[src/rtl/halfband_pkg.sv]
// Shared definitions for the halfband interpolator: coefficient format,
// odd-phase coefficient table and the output phase encoding.
package halfband_pkg;

  localparam int COEF_WIDTH = 16;
  localparam int COEF_FRAC  = 15;
  localparam int MAX_PAIRS  = 8;

  typedef logic signed [COEF_WIDTH-1:0] coef_t;

  // Odd-phase (midpoint) coefficients, Q1.15, centre-outwards. These entries
  // are the 4-pair design. They sum to 16384 (0.5), so the polyphase DC gain
  // is 1. A different pair count needs its own table loaded here.
  localparam coef_t HB_INTERP_COEF [0:MAX_PAIRS-1] = '{
    16'sd20126, -16'sd4686, 16'sd1304, -16'sd360,
    16'sd0,     16'sd0,     16'sd0,    16'sd0
  };

  // EVEN: the direct sample is on the output; ODD: the midpoint is.
  typedef enum logic {PH_EVEN, PH_ODD} phase_t;

endpackage

[src/rtl/halfband_pair_mac.sv]
// Odd-phase arithmetic of the halfband interpolator. Folds each symmetric
// tap pair, multiplies by its coefficient, sums the products at full
// precision, rounds half-up and reduces to the sample width.
// Build option HALFBAND_INTERP_SAT_EN: saturate the rounded result instead
// of wrapping it.
module halfband_pair_mac
  import halfband_pkg::*;
#(
  parameter int WIDTH     = 16,
  parameter int NUM_PAIRS = 4
) (
  input  logic [2*NUM_PAIRS*WIDTH-1:0] taps,  // x[0] in the low WIDTH bits
  output logic [WIDTH-1:0]             odd
);

  localparam int PAIR_W = WIDTH + 1;
  localparam int PROD_W = PAIR_W + COEF_WIDTH;
  localparam int ACC_W  = PROD_W + $clog2(NUM_PAIRS);

  typedef logic signed [ACC_W-1:0] acc_t;

  localparam acc_t ROUND_BIAS = acc_t'(1) << (COEF_FRAC - 1);

  logic signed [PROD_W-1:0] prod [NUM_PAIRS];
  acc_t                     acc;
  acc_t                     rounded;

  // Pair k joins the taps either side of the centre: x[P-1-k] and x[P+k].
  for (genvar k = 0; k < NUM_PAIRS; k++) begin : g_pair
    logic signed [WIDTH-1:0]  near_s;
    logic signed [WIDTH-1:0]  far_s;
    logic signed [PAIR_W-1:0] pair_sum;

    assign near_s   = taps[(NUM_PAIRS-1-k)*WIDTH +: WIDTH];
    assign far_s    = taps[(NUM_PAIRS+k)*WIDTH +: WIDTH];
    // Size casts of signed operands sign-extend, so the sum cannot overflow.
    assign pair_sum = PAIR_W'(near_s) + PAIR_W'(far_s);
    assign prod[k]  = PROD_W'(pair_sum) * PROD_W'(HB_INTERP_COEF[k]);
  end

  // Full-precision sum of all pair products.
  always_comb begin
    // NOTE: every variable driven here gets a value before any conditional
    // or loop use, so no latch can be inferred.
    acc = '0;
    for (int k = 0; k < NUM_PAIRS; k++) begin
      acc = acc + acc_t'(prod[k]);
    end
  end

  assign rounded = (acc + ROUND_BIAS) >>> COEF_FRAC;

`ifdef HALFBAND_INTERP_SAT_EN
  logic overflow;

  assign overflow = (rounded[ACC_W-1:WIDTH-1] != {(ACC_W-WIDTH+1){rounded[ACC_W-1]}});

  // Clamp to the most negative/positive sample when the result does not fit.
  always_comb begin
    odd = rounded[WIDTH-1:0];
    if (overflow) begin
      odd = rounded[ACC_W-1] ? {1'b1, {(WIDTH-1){1'b0}}} : {1'b0, {(WIDTH-1){1'b1}}};
    end
  end
`else
  logic unused_rounded;

  // Wrap: keep the low WIDTH bits of the rounded result.
  assign odd            = rounded[WIDTH-1:0];
  assign unused_rounded = ^rounded[ACC_W-1:WIDTH];
`endif

endmodule

[src/rtl/halfband_interp.sv]
// 2x halfband interpolator. Each accepted input sample produces two output
// samples: the direct (centre-tap) sample, then the interpolated midpoint.
// Valid/ready on both sides; one input per two cycles, one output per cycle.
// Build option HALFBAND_INTERP_SAT_EN: saturate the midpoint sample instead
// of wrapping it.
module halfband_interp
  import halfband_pkg::*;
#(
  parameter int WIDTH     = 16,
  parameter int NUM_PAIRS = 4
) (
  input  logic             i_clock,
  input  logic             i_reset,
  input  logic [WIDTH-1:0] i_in_data,
  input  logic             i_in_valid,
  output logic             o_in_ready,
  output logic [WIDTH-1:0] o_out_data,
  output logic             o_out_valid,
  input  logic             i_out_ready
);

  localparam int NUM_TAPS = 2 * NUM_PAIRS;

  logic [WIDTH-1:0]          x      [NUM_TAPS];
  logic [WIDTH-1:0]          x_next [NUM_TAPS];
  logic [NUM_TAPS*WIDTH-1:0] taps;
  logic [WIDTH-1:0]          odd_result;
  logic [WIDTH-1:0]          odd_hold;
  phase_t                    phase;
  phase_t                    phase_next;
  logic                      in_fire;
  logic                      out_fire;

  assign in_fire  = i_in_valid & o_in_ready;
  assign out_fire = o_out_valid & i_out_ready;

  // Delay line as it will look after this cycle's shift; both output
  // samples of a new input are computed from it.
  always_comb begin
    x_next[0] = i_in_data;
    for (int i = 1; i < NUM_TAPS; i++) begin
      x_next[i] = x[i-1];
    end
  end

  for (genvar g = 0; g < NUM_TAPS; g++) begin : g_taps
    assign taps[g*WIDTH +: WIDTH] = x_next[g];
  end

  halfband_pair_mac #(
    .WIDTH     (WIDTH),
    .NUM_PAIRS (NUM_PAIRS)
  ) u_pair_mac (
    .taps (taps),
    .odd  (odd_result)
  );

  // Phase state register.
  always_ff @(posedge i_clock or posedge i_reset) begin
    // NOTE: clocked state uses non-blocking assignments so every register
    // samples the pre-edge values, independent of statement order.
    if (i_reset) begin
      phase <= PH_EVEN;
    end else begin
      phase <= phase_next;
    end
  end

  // Phase transitions: a new input restarts at EVEN; taking the direct
  // sample moves to ODD.
  always_comb begin
    phase_next = phase;
    if (in_fire) begin
      phase_next = PH_EVEN;
    end else if (out_fire && phase == PH_EVEN) begin
      phase_next = PH_ODD;
    end
  end

  // Accept input when the output register is empty or its last sample
  // (the midpoint) leaves this cycle.
  always_comb begin
    o_in_ready = !o_out_valid | ((phase == PH_ODD) & i_out_ready);
  end

  // Delay line, midpoint hold and output register.
  always_ff @(posedge i_clock or posedge i_reset) begin
    if (i_reset) begin
      o_out_data  <= '0;
      o_out_valid <= 1'b0;
      odd_hold    <= '0;
      // NOTE: the delay line is reset on purpose: stale history would leak
      // into the first midpoints after reset.
      for (int i = 0; i < NUM_TAPS; i++) begin
        x[i] <= '0;
      end
    end else begin
      if (in_fire) begin
        for (int i = 0; i < NUM_TAPS; i++) begin
          x[i] <= x_next[i];
        end
        o_out_data  <= x_next[NUM_PAIRS];
        odd_hold    <= odd_result;
        o_out_valid <= 1'b1;
      end else if (out_fire) begin
        if (phase == PH_EVEN) begin
          o_out_data <= odd_hold;
        end else begin
          o_out_valid <= 1'b0;
        end
      end
    end
  end

endmodule

[config.mk]
export PLATFORM = sky130hd
export DESIGN_NAME = halfband_interp
export DESIGN_NICKNAME = d
export VERILOG_FILES = /design/src/rtl/halfband_pkg.sv /design/src/rtl/halfband_pair_mac.sv /design/src/rtl/halfband_interp.sv
export SDC_FILE = /design/constraint.sdc
export NUM_CORES = 2
export LEC_CHECK = 0
export ABC_AREA = 1
export CORE_MARGIN = 4
export CORE_UTILIZATION = 58
export CTS_CLUSTER_SIZE = 10
export DETAILED_ROUTE_END_ITERATION = 8
export HOLD_SLACK_MARGIN = 0.15
export PLACE_DENSITY = 0.81
export SLEW_MARGIN = 20
export SYNTH_ARGS = -nofsm -noshare
export SYNTH_HDL_FRONTEND = slang
export SYNTH_SLANG_ARGS = --single-unit
[constraint.sdc]
create_clock -name i_clock -period 9.2 [get_ports i_clock]
set_clock_uncertainty 0.05 [all_clocks]
set_input_delay 1.38 -clock i_clock [delete_from_list [all_inputs] [get_ports i_clock]]
set_output_delay 1.38 -clock i_clock [all_outputs]
set_load 0.05 [all_outputs]
==> out/results.ini <==
[critical_path]
cp.arrival_ps = 9480
crit_start = taps[80]
slowest_stage = fa_1
regToRegSetupSlack_ps = -10
timing.rr.start = taps[80]
cpPeakStageDelay_ps = 590
path_max_fanout = 4
worstSetupStartpointType = register
cp-endpoint = odd_hold[15]
critPathCaptureType = register
r2r-end = odd_hold[15]
path_class = reg -> reg
crit_required_ps = 9460
rr_worst_depth = 47
cpMostUsedCell = fa_1

[routing]
drt_iter0_drc = 2145
drtAntennaViolNets = 0
drt-total-wl_um = 83960
dr_total_vias = 24445
avgViaCountPerCell = 5.585
avgRoutedWirePerCell_um = 19.18
drc = 0
drt-pass1-iter-count = 8

[timing]
slew_headroom_pct = 36.35
fmax_mhz = 108.5
finalCritPeriodShare_pct = 100.2
worst_pin_slew_ps = 952.4
timing.final.hold_violations = 0
fin_ws_ps = -14.19
finalSetupViolCount = 1
whs_ps = 427.3
fin_crit_ps = 9214
slew_viol_final = 0
rsz0062_at_grt = yes

[layout]
final_common_cell = inv_1
layout.nets = 4605
fill_cells = 3143
area_growth_pct = 24.48
seq_area_um2 = 3655
antennaDiodeCount = 0
layout_common_cells = inv_1, nand2_1, ha_1
multiInputGateArea_um2 = 22160
drive_above_1_share_pct = 21.23

[grt]
grt_overflow_total = 0
grt_pass1_vias = 24625
grt_max_degree = 92
track_usage_pct = 31.47
grt_pass1_wl_um = 126400
antenna_found_initial = 3

[clock_network]
cts.path.max_buffers = 2
cts_buffers = 17
cts_hold_buffers = 0
cts_num_sinks = 146
ctsRootBufferMaster = clkbuf_16
clock_latency_ps = 440
htree_levels = 4
cts_tree = yes
clkTransAtPathRegs_ps = 80

[logic_synthesis]
synthTopCellsByArea = ha_1, fa_1, dfrtp_1
netlist_area_um2 = 27120
ys_warn_count = 0
synth-edff-count = 0
ys.flop_type = dfrtp_1
synth_top_area_share_pct = 23.44
ys_seq_area_share_pct = 13.47
synth_seq_cells = 146
syn-num-nets = 4136
async_reset_ff_share_pct = 100.0
postSynthCellCount = 3295
syn_avg_cell_area_um2 = 8.230
yosysTopAreaCell = ha_1
yosysUniqueCellTypes = 55

[place]
post-dp-hpwl_um = 67480
gp_congestion = 1.020
port_buffers = 37

[die]
start_util_pct = 59.25
core_um2 = 45770
dieWidth_um = 224.2
num_rows = 78
die_h_um = 224.2
io_pins = 38
fp.dieArea_um2 = 50280

[run]
max-cap-violations = 0

[hold_path]
holdCritPathClass = reg -> reg

[outcome]
status = finished, violations left
violations = setup timing

-- how the worst min path moves through the flow --
stage               depth (start not counted)         start  slack (ps)            to
floorplan                                   2   odd_hold[4]         390   odd_hold[4]
global placement                            2   odd_hold[9]         410   odd_hold[9]
detailed placement                          2   odd_hold[1]         420   odd_hold[1]
CTS                                         2   odd_hold[1]         430   odd_hold[1]
global route                                2  odd_hold[15]         440  odd_hold[15]
finish                                      2   odd_hold[1]         430   odd_hold[1]
-- state kept, by name, indices dropped and copies added, names as in the netlist --
signal / cells
o_out_valid: 1
odd_hold: 16
taps: 112
phase: 1
o_out_data: 16
-- Yosys cell counts, types with 10 or more instances --
cell,count
fa_1,313
a21oi_1,178
dfrtp_1,146
a31oi_1,15
nand4_1,10
o211ai_1,21
inv_2,15
o21ai_1,27
nand3_1,77
clkbuf_1,27
nor2_1,112
nor3_1,26
ha_1,508
a21o_1,17
xnor2_1,50
nand2_1,692
inv_1,728
o21ai_0,108
nand2_2,12
o21bai_1,18
xor2_1,111
-- cells by family after synthesis --
group	share of synthesized area, %
and+or+nand+nor	14.26
adders and majority gates	46.54
buffers and inverters	10.77
AOI/OAI and AO/OA	9.334
xor gates and xnor gates	5.620
DFF	13.47
-- per-stage QoR --
stage	worst slack [ps]	instances	util, %	setup TNS [ps]	cell area (um^2)
global route	-312.3	4377	73.75	-935.3	33760
floorplan	507.8	3295	-	0	27120
finish	-14.19	4377	73.75	-14.19	33760
CTS	-7.159	4349	69.96	-7.159	32020
global placement	-271.2	4316	68.29	-2298	31260
detailed placement	-533.9	4316	68.29	-5120	31260
-- worst max-delay path: cells and delay by family (launching register included) --
| kind | cells | cell delay [ps] |
|---|---|---|
| compound gates | 10 | 1410 |
| xor+xnor | 2 | 260 |
| fa+ha+maj | 13 | 5060 |
| buf+inv | 10 | 1040 |
| flops | 1 | 370 |
| simple gates | 12 | 900 |
-- metal layers --
layer	global-route usage (%)	part of all wire [%]	vias to the layer above
li1	-	-	11282
met1	41.69	40	11788
met2	52.97	48	1095
met3	4.007	7.3	276
met4	12.47	5.5	4
met5	0	0.036	-
-- final cells by class --
cell class              instances  share of cell area, %
clock buffers                  17                  1.260
clock inverters                15                 0.6042
inverters                     744                  8.329
multi-input cells            2374                  65.64
flip-flops and latches        146                  10.83
well taps                     600                  2.224
repair buffers                481                  11.11
-- timing repair --
item                                   4_1_cts  5_1_grt
resized for setup                           19      279
pin swaps                                    8      115
buffers inserted                             1       29
endpoints found under the hold margin        0        0
setup endpoints to repair                    5       16
Power is not shown: default switching activity piles up to over one toggle a cycle in this logic, so the estimate is an artifact.
